**src/rtl/xmit_frame_gen_pkg.sv**
```systemverilog
// Shared types and helpers for the hi/lo-priority frame generator.
package xmit_gen_pkg;

    typedef enum logic [1:0] {
        ST_IDLE = 2'd0,
        ST_HI   = 2'd1,
        ST_LO   = 2'd2,
        ST_GAP  = 2'd3
    } gen_state_e;

    // Builds the {len,len} control word; the caller truncates to 2*len_w bits.
    function automatic logic [63:0] pack_ctrl(input logic [31:0] len, input int unsigned len_w);
        return (64'(len) << len_w) | 64'(len);
    endfunction

endpackage

```
**src/rtl/xmit_frame_gen_if.sv**
```systemverilog
// Frame output bus from the generator towards the xmit receive side.
interface xmit_frame_gen_if #(
    parameter int unsigned DATA_W = 8,
    parameter int unsigned LEN_W  = 12
);
    logic [DATA_W-1:0]  f_data_in;
    logic [2*LEN_W-1:0] f_ctrl_in;
    logic               f_rec_data_valid;
    logic               f_rec_frame_valid;
    logic               f_hi_priority;

    modport master (
        output f_data_in, f_ctrl_in, f_rec_data_valid, f_rec_frame_valid, f_hi_priority
    );

    modport slave (
        input  f_data_in, f_ctrl_in, f_rec_data_valid, f_rec_frame_valid, f_hi_priority
    );
endinterface

```
**src/rtl/xmit_frame_gen_seq_ctr.sv**
```systemverilog
// Per-class payload sequence counter: reset/load to SEED, increment wraps mod 2^DATA_W.
module xmit_seq_ctr #(
    parameter int unsigned DATA_W = 8,
    parameter int unsigned SEED   = 0
) (
    input  logic              clk_i,
    input  logic              rst_ni,
    input  logic              load_i,
    input  logic              inc_i,
    output logic [DATA_W-1:0] val_o
);
    logic [DATA_W-1:0] val_q;

    // Sequence value register; load has priority over increment.
    always_ff @(posedge clk_i or negedge rst_ni) begin
        if (!rst_ni) begin
            val_q <= DATA_W'(SEED);
        end else if (load_i) begin
            val_q <= DATA_W'(SEED);
        end else if (inc_i) begin
            val_q <= val_q + DATA_W'(1);
        end
    end

    assign val_o = val_q;
endmodule

```
**src/rtl/xmit_frame_gen.sv**
```systemverilog
// Hi/lo-priority frame generator: rounds of HI_PER_LO hi frames then one lo frame.
module xmit_frame_gen
    import xmit_gen_pkg::*;
#(
    parameter int unsigned DATA_W     = 8,
    parameter int unsigned LEN_W      = 12,
    parameter int unsigned HI_PER_LO  = 10,
    parameter int unsigned NUM_ROUNDS = 256,
    parameter int unsigned GAP        = 0,
    parameter int unsigned HI_SEED    = 240,
    parameter int unsigned LO_SEED    = 0
) (
    input  logic             clk_sys,
    input  logic             reset_n,
    input  logic             start,
    input  logic             abort,
    input  logic             pause,
    input  logic [LEN_W-1:0] hi_len,
    input  logic [LEN_W-1:0] lo_len,
    xmit_frame_gen_if.master fo,
    output logic             busy,
    output logic             done
);
    localparam int unsigned CTRL_W = 2 * LEN_W;
    localparam int unsigned GAP_W  = (GAP > 1) ? $clog2(GAP + 1) : 1;
    localparam int unsigned HI_W   = (HI_PER_LO > 0) ? $clog2(HI_PER_LO + 1) : 1;
    localparam int unsigned RND_W  = (NUM_ROUNDS > 0) ? $clog2(NUM_ROUNDS + 1) : 1;
    localparam logic [GAP_W-1:0] GAP_LAST  = GAP_W'((GAP > 0) ? GAP - 1 : 0);
    localparam logic [HI_W-1:0]  HI_LIMIT  = HI_W'(HI_PER_LO);
    localparam logic [RND_W-1:0] RND_LIMIT = RND_W'(NUM_ROUNDS);

    gen_state_e        state_q, state_d;
    logic [LEN_W-1:0]  beat_q, beat_d;
    logic [GAP_W-1:0]  gap_q, gap_d;
    logic [HI_W-1:0]   hi_cnt_q, hi_cnt_d;
    logic [RND_W-1:0]  round_q, round_d;
    logic [LEN_W-1:0]  hi_len_q, hi_len_d;
    logic [LEN_W-1:0]  lo_len_q, lo_len_d;
    logic              done_q, done_d;

    logic              hi_inc, lo_inc, boundary;
    logic [LEN_W-1:0]  cur_len, len_m1;
    logic              last_beat;
    logic [DATA_W-1:0] hi_seq, lo_seq;

    xmit_seq_ctr #(.DATA_W(DATA_W), .SEED(HI_SEED)) u_hi_seq (
        .clk_i (clk_sys),
        .rst_ni(reset_n),
        .load_i(1'b0),
        .inc_i (hi_inc),
        .val_o (hi_seq)
    );

    xmit_seq_ctr #(.DATA_W(DATA_W), .SEED(LO_SEED)) u_lo_seq (
        .clk_i (clk_sys),
        .rst_ni(reset_n),
        .load_i(1'b0),
        .inc_i (lo_inc),
        .val_o (lo_seq)
    );

    // A zero length still produces a single beat.
    assign cur_len   = (state_q == ST_LO) ? lo_len_q : hi_len_q;
    assign len_m1    = (cur_len == '0) ? '0 : cur_len - LEN_W'(1);
    assign last_beat = (beat_q == len_m1);

    // State and counter registers.
    always_ff @(posedge clk_sys or negedge reset_n) begin
        if (!reset_n) begin
            state_q  <= ST_IDLE;
            beat_q   <= '0;
            gap_q    <= '0;
            hi_cnt_q <= '0;
            round_q  <= '0;
            hi_len_q <= '0;
            lo_len_q <= '0;
            done_q   <= 1'b0;
        end else begin
            state_q  <= state_d;
            beat_q   <= beat_d;
            gap_q    <= gap_d;
            hi_cnt_q <= hi_cnt_d;
            round_q  <= round_d;
            hi_len_q <= hi_len_d;
            lo_len_q <= lo_len_d;
            done_q   <= done_d;
        end
    end

    // Next-state logic. Every frame start (from start, a frame end or a gap end)
    // funnels through "boundary", where finish, pause-hold and class choice are decided;
    // a pause hold reuses the GAP state with an expired gap count.
    always_comb begin
        state_d  = state_q;
        beat_d   = beat_q;
        gap_d    = gap_q;
        hi_cnt_d = hi_cnt_q;
        round_d  = round_q;
        hi_len_d = hi_len_q;
        lo_len_d = lo_len_q;
        done_d   = 1'b0;
        hi_inc   = 1'b0;
        lo_inc   = 1'b0;
        boundary = 1'b0;

        case (state_q)
            ST_IDLE: begin
                if (start && !done_q) begin
                    hi_len_d = hi_len;
                    lo_len_d = lo_len;
                    hi_cnt_d = '0;
                    round_d  = '0;
                    boundary = 1'b1;
                end
            end
            ST_HI, ST_LO: begin
                if (last_beat) begin
                    beat_d = '0;
                    if (state_q == ST_HI) begin
                        hi_cnt_d = hi_cnt_q + HI_W'(1);
                        hi_inc   = 1'b1;
                    end else begin
                        hi_cnt_d = '0;
                        round_d  = round_q + RND_W'(1);
                        lo_inc   = 1'b1;
                    end
                    if (GAP > 0) begin
                        state_d = ST_GAP;
                        gap_d   = GAP_LAST;
                    end else begin
                        boundary = 1'b1;
                    end
                end else begin
                    beat_d = beat_q + LEN_W'(1);
                end
            end
            ST_GAP: begin
                if (gap_q == '0) begin
                    boundary = 1'b1;
                end else begin
                    gap_d = gap_q - GAP_W'(1);
                end
            end
            default: state_d = ST_IDLE;
        endcase

        if (boundary) begin
            beat_d = '0;
            gap_d  = '0;
            if ((NUM_ROUNDS != 0) && (round_d == RND_LIMIT)) begin
                state_d = ST_IDLE;
                done_d  = 1'b1;
            end else if (pause) begin
                state_d = ST_GAP;
            end else if (hi_cnt_d < HI_LIMIT) begin
                state_d = ST_HI;
            end else begin
                state_d = ST_LO;
            end
        end

        if (abort) begin
            state_d  = ST_IDLE;
            beat_d   = '0;
            gap_d    = '0;
            done_d   = 1'b0;
            hi_inc   = 1'b0;
            lo_inc   = 1'b0;
            hi_len_d = hi_len_q;
            lo_len_d = lo_len_q;
        end
    end

    // Outputs decoded from registered state only.
    always_comb begin
        fo.f_data_in         = '0;
        fo.f_ctrl_in         = '0;
        fo.f_rec_data_valid  = 1'b0;
        fo.f_rec_frame_valid = 1'b0;
        fo.f_hi_priority     = 1'b0;
        if ((state_q == ST_HI) || (state_q == ST_LO)) begin
            fo.f_rec_data_valid = 1'b1;
            fo.f_hi_priority    = (state_q == ST_HI);
            fo.f_data_in        = (state_q == ST_HI) ? hi_seq : lo_seq;
            if (beat_q == '0) begin
                fo.f_rec_frame_valid = 1'b1;
                fo.f_ctrl_in         = CTRL_W'(pack_ctrl(32'(cur_len), LEN_W));
            end
        end
        busy = (state_q != ST_IDLE) || done_q;
        done = done_q;
    end
endmodule

```
**src/flat_wrapper.sv**
```systemverilog
// flat-port wrapper written by rule: the top's interface ports become plain ports
module xmit_frame_gen_flat import xmit_gen_pkg::*;
#(
    parameter int unsigned DATA_W     = 8,
    parameter int unsigned LEN_W      = 12,
    parameter int unsigned HI_PER_LO  = 10,
    parameter int unsigned NUM_ROUNDS = 256,
    parameter int unsigned GAP        = 0,
    parameter int unsigned HI_SEED    = 240,
    parameter int unsigned LO_SEED    = 0
)
  (clk_sys, reset_n, start, abort, pause, hi_len, lo_len, busy, done, fo_f_data_in, fo_f_ctrl_in, fo_f_rec_data_valid, fo_f_rec_frame_valid, fo_f_hi_priority);
  xmit_frame_gen_if #(.DATA_W(DATA_W), .LEN_W(LEN_W)) fo_i ();
  input  logic clk_sys;
  input  logic reset_n;
  input  logic start;
  input  logic abort;
  input  logic pause;
  input  logic [LEN_W-1:0] hi_len;
  input  logic [LEN_W-1:0] lo_len;
  output logic busy;
  output logic done;
  output wire logic [$bits(fo_i.f_data_in)-1:0] fo_f_data_in;
  output wire logic [$bits(fo_i.f_ctrl_in)-1:0] fo_f_ctrl_in;
  output wire logic [$bits(fo_i.f_rec_data_valid)-1:0] fo_f_rec_data_valid;
  output wire logic [$bits(fo_i.f_rec_frame_valid)-1:0] fo_f_rec_frame_valid;
  output wire logic [$bits(fo_i.f_hi_priority)-1:0] fo_f_hi_priority;
  assign fo_f_data_in = fo_i.f_data_in;
  assign fo_f_ctrl_in = fo_i.f_ctrl_in;
  assign fo_f_rec_data_valid = fo_i.f_rec_data_valid;
  assign fo_f_rec_frame_valid = fo_i.f_rec_frame_valid;
  assign fo_f_hi_priority = fo_i.f_hi_priority;
  xmit_frame_gen #(.DATA_W(DATA_W), .LEN_W(LEN_W), .HI_PER_LO(HI_PER_LO), .NUM_ROUNDS(NUM_ROUNDS), .GAP(GAP), .HI_SEED(HI_SEED), .LO_SEED(LO_SEED)) u_core (.clk_sys(clk_sys), .reset_n(reset_n), .start(start), .abort(abort), .pause(pause), .hi_len(hi_len), .lo_len(lo_len), .fo(fo_i), .busy(busy), .done(done));
endmodule
```
**config.mk**
```make
export PLATFORM = sky130hd
export DESIGN_NAME = xmit_frame_gen_flat
export DESIGN_NICKNAME = d
export VERILOG_FILES = /design/src/rtl/xmit_frame_gen_pkg.sv /design/src/rtl/xmit_frame_gen_if.sv /design/src/rtl/xmit_frame_gen_seq_ctr.sv /design/src/rtl/xmit_frame_gen.sv /design/src/flat_wrapper.sv
export SDC_FILE = /design/constraint.sdc
export NUM_CORES = 1
export LEC_CHECK = 0
export ABC_AREA = 1
export BUFFER_PORTS_ARGS = -buffer_cell sky130_fd_sc_hd__buf_2
export CORE_UTILIZATION = 64
export CTS_BUF_LIST = sky130_fd_sc_hd__clkbuf_16
export DETAILED_ROUTE_END_ITERATION = 10
export GPL_TIMING_DRIVEN = 0
export PLACE_DENSITY = 0.9
export SLEW_MARGIN = 20
export SYNTH_ARGS = -nofsm -noshare
export SYNTH_HDL_FRONTEND = slang
export SYNTH_SLANG_ARGS = --single-unit
```
**constraint.sdc**
```tcl
create_clock -name clk_sys -period 6 [get_ports clk_sys]
set_clock_uncertainty 0.2 [all_clocks]
set_input_delay 1.2 -clock clk_sys [delete_from_list [all_inputs] [get_ports clk_sys]]
set_output_delay 1.2 -clock clk_sys [all_outputs]
set_load 0.02 [all_outputs]
```
==> results.toml, run 1 <==
[cts]
htree_num_levels = 3
postCtsHoldBufs = 0
postCtsResizedCells = 0
clk_transition_reported_paths_ns = 0.06
tritoncts_num_sinks = 68
cts_setup_buffers = 0
clock_path_buffers = 2
root_buffer = "clkbuf_16"
worst_skew_pair.late_latency_ns = 0.34
cts_buffers = 9
tritoncts = "done"

[worst_setup_path]
timing.reg2reg.worst_path_depth = 25
timing.critical_path.required_ns = 6.02
timing.critical_path.arrival_ns = 4.11
worstSetupEndpointType = "flop"
worst_r2r_endpoint = "u_core.state_q[0]$_DFFE_PN0P_"
crit_fanout = 10
critical_path.slowest_cell = "dfrtp_1"
cp_buf_inv_count = 5
timing.critical_path.mode_cell = "nand2_1"
cp_slowest_stage_delay_ns = 0.41
crit_type = "reg -> reg"
timing.critical_path.max_delay_family = "simple AND/OR/NAND/NOR gates"
regToRegSetupSlack_ns = 1.91
crit_path_start_kind = "flop"
regToRegStartpoint = "u_core.state_q[0]$_DFFE_PN0P_"

[pwr]
seq_power_share_pct = 21.2
clock_power_share_pct = 20.6
leakage_uw = 0.00316
combPwrFrac_pct = 58.2
total_switching_power_uw = 1380
cellPowerDensity_nw_per_um2 = 476
worst_ir_drop_vdd_mv = 0.233
power.switching_fraction_pct = 49.1
p_int_uw = 1430

[placement]
routabilityCongestion = 1.03
port_buffers = 65
placed_area_um2 = 5570
dp_slack_ns = 2.12
dp_hpwl_mm = 9.39

[routing]
top_metal_used = "met4"
met1Wirelength_mm = 5.38
viasPerCell = 5.61
drc_errors = 0
route.met3.wl_mm = 1.00
detail-route-antenna-nets = 0
routed_wire_length_per_instance_um = 14.6
wire_length_reported_by_the_detailed_router_mm = 13.2
drt_pass1_iterations = 8
num_vias = 5084
met2WireLength_mm = 6.40
drt_iter0_markers = 379

[yosys]
post_synth_fa_ha_maj_area_fraction_pct = 2.71
synth_xor_area_share_pct = 4.65
seq_cells_post_synth = 68
asyncSetResetFlopFracSynth_pct = 100
synth-main-ff-cell = "dfrtp_1"
synth-compound-area-share_pct = 7.07
post_synth_mux_area_share_pct = 0.222
synthesis.nets = 763
netlist.top_cell.by_area = "dfrtp_1"
synth_edf_count = 0
synthSimpleGateAreaFrac_pct = 40.3
post_synth_inst_count = 723
synth.yosys.seq_area_share_pct = 33.6
mean_area_per_synthesized_cell_um2 = 7.03
main_combinational_cell_family_by_area_after_synthesis = "simple AND/OR/NAND/NOR gates"
synth_area_leaders = "dfrtp_1, nand2_1, inv_1"
synth.yosys.warnings = 0
yosysUniqueCellTypes = 39
synth_largest_type_area_fraction_pct = 31.5
synthesis.area_um2 = 5080

[sta]
timing.setup.tns_ns = 0
fin_crit_sh_pct = 68.1
grt_setup_unrepaired = "false"
slew_at_the_pin_closest_to_its_max_slew_limit_ns = 0.541
min_period_ns = 4.09
timing.final.setup_violations = 0
slew_viol_final = 0
post-route-worst-setup-slack_ns = 1.91
max_freq_mhz = 245
max_slew_margin_pct = 63.9
finalHoldViolCount = 0
fin_hold_ws_ns = 0.290

[global_route]
grt_max_degree = 56
grt_overflow_total = 0
grt_overall_usage_pct = 34.2
grt_pass1_vias = 4927
grt_pass1_wl_mm = 22.6
grt_antenna_before_repair = 0

[layout]
area_of_the_multi_input_gates_um2 = 2790
finish.instance_area_um2 = 5890
layout-drive-gt1-share_pct = 23.4
n_antenna_cell = 0
fillers = 591
final_core_utilization_pct = 76.6
area_growth_pct = 15.9
sequential_cell_area_um2 = 1710
final_nets = 840
final_common_cell = "nand2_1"
final_cell_mix = "nand2_1, inv_1, nor2_1"

[worst_hold_path]
hold_path_class = "reg -> reg"
hp-start = "u_core.u_lo_seq.val_o[7]$_DFFE_PN0P_"
holdPathStages = 1
hold-path-endpoint = "u_core.u_lo_seq.val_o[7]$_DFFE_PN0P_"

[die]
io_pins = 66
die_area_um2 = 8300
initial_util_pct = 66.1
die_height_um = 91.1
count_of_standard_cell_rows = 32
core_area_um2 = 7690
die_w_um = 91.1

[run]
drv.max_cap_violation_count = 0

[outcome]
status = "complete, no violations"
[layout make-up]
class                      count  share of cell area (%)
timing repair buffer          66                    6.03
buffer                        30                    3.38
clock inverter                 7                    1.68
sequential                    68                    29.0
multi-input combinational    522                    47.4
clock buffer                   9                    3.82
inverter                     103                    6.56
tap                          102                    2.17
[through the flow]
step,cells,total power (µW)
finish,907,2800
global route,907,2990
CTS,907,2780
detailed placement,891,2180
global placement,890,2140
floorplan,723,1780
[state kept, by name (all words and copies together), names as in the netlist]
register               count
u_core.hi_cnt_q            4
u_core.hi_len_q           12
u_core.u_hi_seq.val_o      8
u_core.done                1
u_core.u_lo_seq.val_o      8
u_core.lo_len_q           12
u_core.beat_q             12
u_core.round_q             9
u_core.state_q             2
[worst max path at each step]
| stage | startpoint | endpoint | slack [ns] | cells after the start |
|---|---|---|---|---|
| after global placement | u_core.state_q[0]$_DFFE_PN0P_ | u_core.state_q[1]$_DFFE_PN0P_ | 2.17 | 27 |
| final | u_core.state_q[0]$_DFFE_PN0P_ | u_core.state_q[0]$_DFFE_PN0P_ | 1.91 | 25 |
| after global routing | u_core.state_q[0]$_DFFE_PN0P_ | u_core.state_q[0]$_DFFE_PN0P_ | 1.64 | 27 |
| after CTS | u_core.state_q[0]$_DFFE_PN0P_ | fo_f_ctrl_in[16] | 2.00 | 10 |
| after detailed placement | u_core.state_q[0]$_DFFE_PN0P_ | u_core.state_q[1]$_DFFE_PN0P_ | 2.12 | 27 |
| after floorplan | u_core.state_q[0]$_DFFE_PN0P_ | fo_f_ctrl_in[15] | 2.13 | 9 |
[cell usage after synthesis, types with 3 or more instances]
cell	n
nor2_2	9
clkinv_1	3
inv_1	93
nor3_1	9
nor4_1	4
inv_2	7
nor3_2	3
o21ai_0	23
o21ai_1	4
nor2_4	6
clkbuf_1	11
nand4_1	13
o22ai_1	6
a21oi_1	32
dfstp_2	4
nand2_2	34
nand2_4	5
dfrtp_1	64
nand2_1	178
xor2_1	26
ha_1	11
nand3_2	12
buf_6	5
nand3_1	58
buf_4	13
nor2_1	77
[layer usage]
metal	GRT usage, %	up-vias
met5	0	-
met4	15.7	0
met3	5.53	57
met2	58.0	285
met1	42.8	2310
li1	-	2432
[power groups by stage]
| stage | Clock (µW) | Combinational, µW | Sequential (µW) |
|---|---|---|---|
| global route | 597 | 1790 | 603 |
| CTS | 581 | 1610 | 592 |
| floorplan | 0 | 1190 | 586 |
| detailed placement | 0 | 1580 | 599 |
| finish | 578 | 1630 | 594 |
| global placement | 0 | 1540 | 593 |
[cell families (layout without fill, tap and decap cells)]
group,count (synthesis),count (layout)
compound gates,68,68
xor+xnor,27,27
fa+ha+maj,11,11
buf+inv,133,215
flops,68,68
mux,1,1
simple gates,415,415
Power figures use the tool's default switching activity.
==> inputs of run 2 (changes only) <==
--- a/config.mk
+++ b/config.mk
@@ -7,11 +7,11 @@
 export LEC_CHECK = 0
 export ABC_AREA = 1
 export BUFFER_PORTS_ARGS = -buffer_cell sky130_fd_sc_hd__buf_2
-export CORE_UTILIZATION = 64
+export CORE_UTILIZATION = 53
 export CTS_BUF_LIST = sky130_fd_sc_hd__clkbuf_16
 export DETAILED_ROUTE_END_ITERATION = 10
 export GPL_TIMING_DRIVEN = 0
-export PLACE_DENSITY = 0.9
+export PLACE_DENSITY = 0.8
 export SLEW_MARGIN = 20
 export SYNTH_ARGS = -nofsm -noshare
 export SYNTH_HDL_FRONTEND = slang
==> constraint.sdc (replaced) <==
create_clock -name clk_sys -period 3.4 [get_ports clk_sys]
set_clock_uncertainty 0.2 [all_clocks]
set_input_delay 0.68 -clock clk_sys [delete_from_list [all_inputs] [get_ports clk_sys]]
set_output_delay 0.68 -clock clk_sys [all_outputs]
set_load 0.02 [all_outputs]
==> results.toml, run 2 (same netlist as run 1, synthesis figures left out) <==
[layout]
final_nets = 876
n_antenna_cell = 0
largest_registers = "u_core.beat_q x12, u_core.hi_len_q x12, u_core.lo_len_q x12"
final_cell_mix = "nand2_1, inv_1, buf_2"
final_common_cell = "nand2_1"
layout-drive-gt1-share_pct = 35.7
fillers = 658
area_growth_pct = 33.4

[cts]
root_buffer = "clkbuf_16"
tritoncts = "done"
htree_num_levels = 3
clk_transition_reported_paths_ns = 0.06
tritoncts_num_sinks = 68
clock_path_buffers = 2
cts_buffers = 9
worst_skew_pair.late_latency_ns = 0.34

[placement]
dp_slack_ns = -0.519
port_buffers = 65
routabilityCongestion = 0.938
dp_hpwl_mm = 9.83

[sta]
grt_setup_unrepaired = "true"
timing.setup.tns_ns = -1.29
slew_at_the_pin_closest_to_its_max_slew_limit_ns = 0.558
fin_crit_sh_pct = 105
slew_viol_final = 0
timing.final.setup_violations = 20
post-route-worst-setup-slack_ns = -0.173
max_freq_mhz = 280
fin_hold_ws_ns = 0.00446
max_slew_margin_pct = 62.5
min_period_ns = 3.57
finalHoldViolCount = 0

[die]
io_pins = 66
die_height_um = 99.9
initial_util_pct = 54.7
count_of_standard_cell_rows = 35
die_w_um = 99.9
die_area_um2 = 9990
core_area_um2 = 9280

[worst_setup_path]
regToRegSetupSlack_ns = -0.17
timing.critical_path.required_ns = 3.43
timing.critical_path.arrival_ns = 3.60
crit_type = "reg -> reg"
crit_fanout = 9
worstSetupEndpointType = "flop"
crit_path_start_kind = "flop"

[routing]
detail-route-antenna-nets = 0
wire_length_reported_by_the_detailed_router_mm = 15.2
drt_iter0_markers = 358
drt_pass1_iterations = 6
viasPerCell = 5.52
num_vias = 5359
routed_wire_length_per_instance_um = 15.6
drc_errors = 0

[global_route]
groute.layer.met3.usage_pct = 6.55
gr_util_met2_pct = 50.4
grt_pass1_wl_mm = 23.6
groute.layer.met1.usage_pct = 36.9
grt_max_degree = 53
grt_pass1_vias = 5113
grt_antenna_before_repair = 0
grt_overall_usage_pct = 30.0
gr-max-usage-layer = "met2"
grt_overflow_total = 0

[pwr]
leakage_uw = 0.00351
total_switching_power_uw = 2780
clock_power_share_pct = 20.6
power.switching_fraction_pct = 48.5
combPwrFrac_pct = 61.1
p_int_uw = 2960
cellPowerDensity_nw_per_um2 = 848
worst_ir_drop_vdd_mv = 0.464
seq_power_share_pct = 18.4

[worst_hold_path]
hold_path_class = "in -> async"

[outcome]
violations = "setup timing"
status = "complete, but fails checks"

[run]
drv.max_cap_violation_count = 0
run 2: power groups by stage:
stage / Clock, µW / Sequential, µW / Combinational, µW
6_report: 1180 / 1060 / 3510
5_1_grt: 1220 / 1070 / 3820
4_1_cts: 1180 / 1050 / 3090
3_5_place_dp: 0 / 1060 / 2810
3_3_place_gp: 0 / 1050 / 2750
2_1_floorplan: 0 / 1030 / 2100
run 2: path summary, 6_finish.rpt:
path,depth (start not counted),endpoint,startpoint
min in group clk_sys,1,u_core.u_lo_seq.val_o[7]$_DFFE_PN0P_,u_core.u_lo_seq.val_o[7]$_DFFE_PN0P_
worst max register to register,26,u_core.state_q[1]$_DFFE_PN0P_,u_core.state_q[1]$_DFFE_PN0P_
max in group asynchronous,2,u_core.u_hi_seq.val_o[7]$_DFFE_PN1P_,reset_n
worst max-delay path,26,u_core.state_q[1]$_DFFE_PN0P_,u_core.state_q[1]$_DFFE_PN0P_
worst min-delay path,1,u_core.u_lo_seq.val_o[0]$_DFFE_PN0P_,reset_n
worst min register to register,1,u_core.u_lo_seq.val_o[7]$_DFFE_PN0P_,u_core.u_lo_seq.val_o[7]$_DFFE_PN0P_
run 2: what timing repair did:
| item | in CTS | in global routing |
|---|---|---|
| endpoints found under the setup margin | 64 | 60 |
| gates cloned | 2 | 0 |
| hold endpoints to repair | 0 | 0 |
| pin swaps | 24 | 55 |
| hold buffers | 0 | 0 |
| setup buffers | 23 | 13 |
| gates resized for setup | 47 | 84 |
run 2: routing by layer:
metal | share of wire (%) | vias up
met5 | 0 | -
met4 | 3.4 | 0
met3 | 6.6 | 64
met2 | 50 | 276
met1 | 40 | 2520
li1 | - | 2499
run 2: area by class of cell:
class | instances | area, µm² | share of cell area (%)
clock inverters | 7 | 146 | 2.16
plain buffers | 29 | 204 | 3.01
clock buffers | 9 | 225 | 3.32
flip-flops and latches | 68 | 1710 | 25.2
inverters | 103 | 394 | 5.82
multi-input cells | 522 | 3250 | 48.0
well taps | 129 | 161 | 2.38
repair buffers | 103 | 687 | 10.1
run 2: worst max-delay path, stage by stage, from the launching register on:
cell     delay (ns)
dfrtp_1        0.44
ha_4           0.22
buf_6          0.13
buf_6          0.12
buf_6          0.13
nand2_1        0.10
nand2_4        0.08
nor2_4         0.19
nand2_2        0.11
nand2_4        0.11
nand2_2        0.07
nand2_2        0.08
nand2_4        0.07
inv_2          0.05
nand2_2        0.06
nor2_4         0.12
nand2_2        0.07
nor2_4         0.24
nand4_1        0.14
nand2_1        0.09
nand2_1        0.06
nand2_2        0.11
nand3_2        0.08
nor2_2         0.10
nand3_2        0.13
nand2_1        0.10
nand2_1        0.06
run 2: metrics by stage:
stage	utilization, %	cells	area (µm²)	total power (µW)
final	73.0	970	6780	5750
after global routing	73.0	970	6780	6100
after CTS	68.4	958	6350	5320
after detailed placement	60.3	918	5600	3860
after global placement	60.0	917	5570	3800
after floorplan	-	723	5080	3130
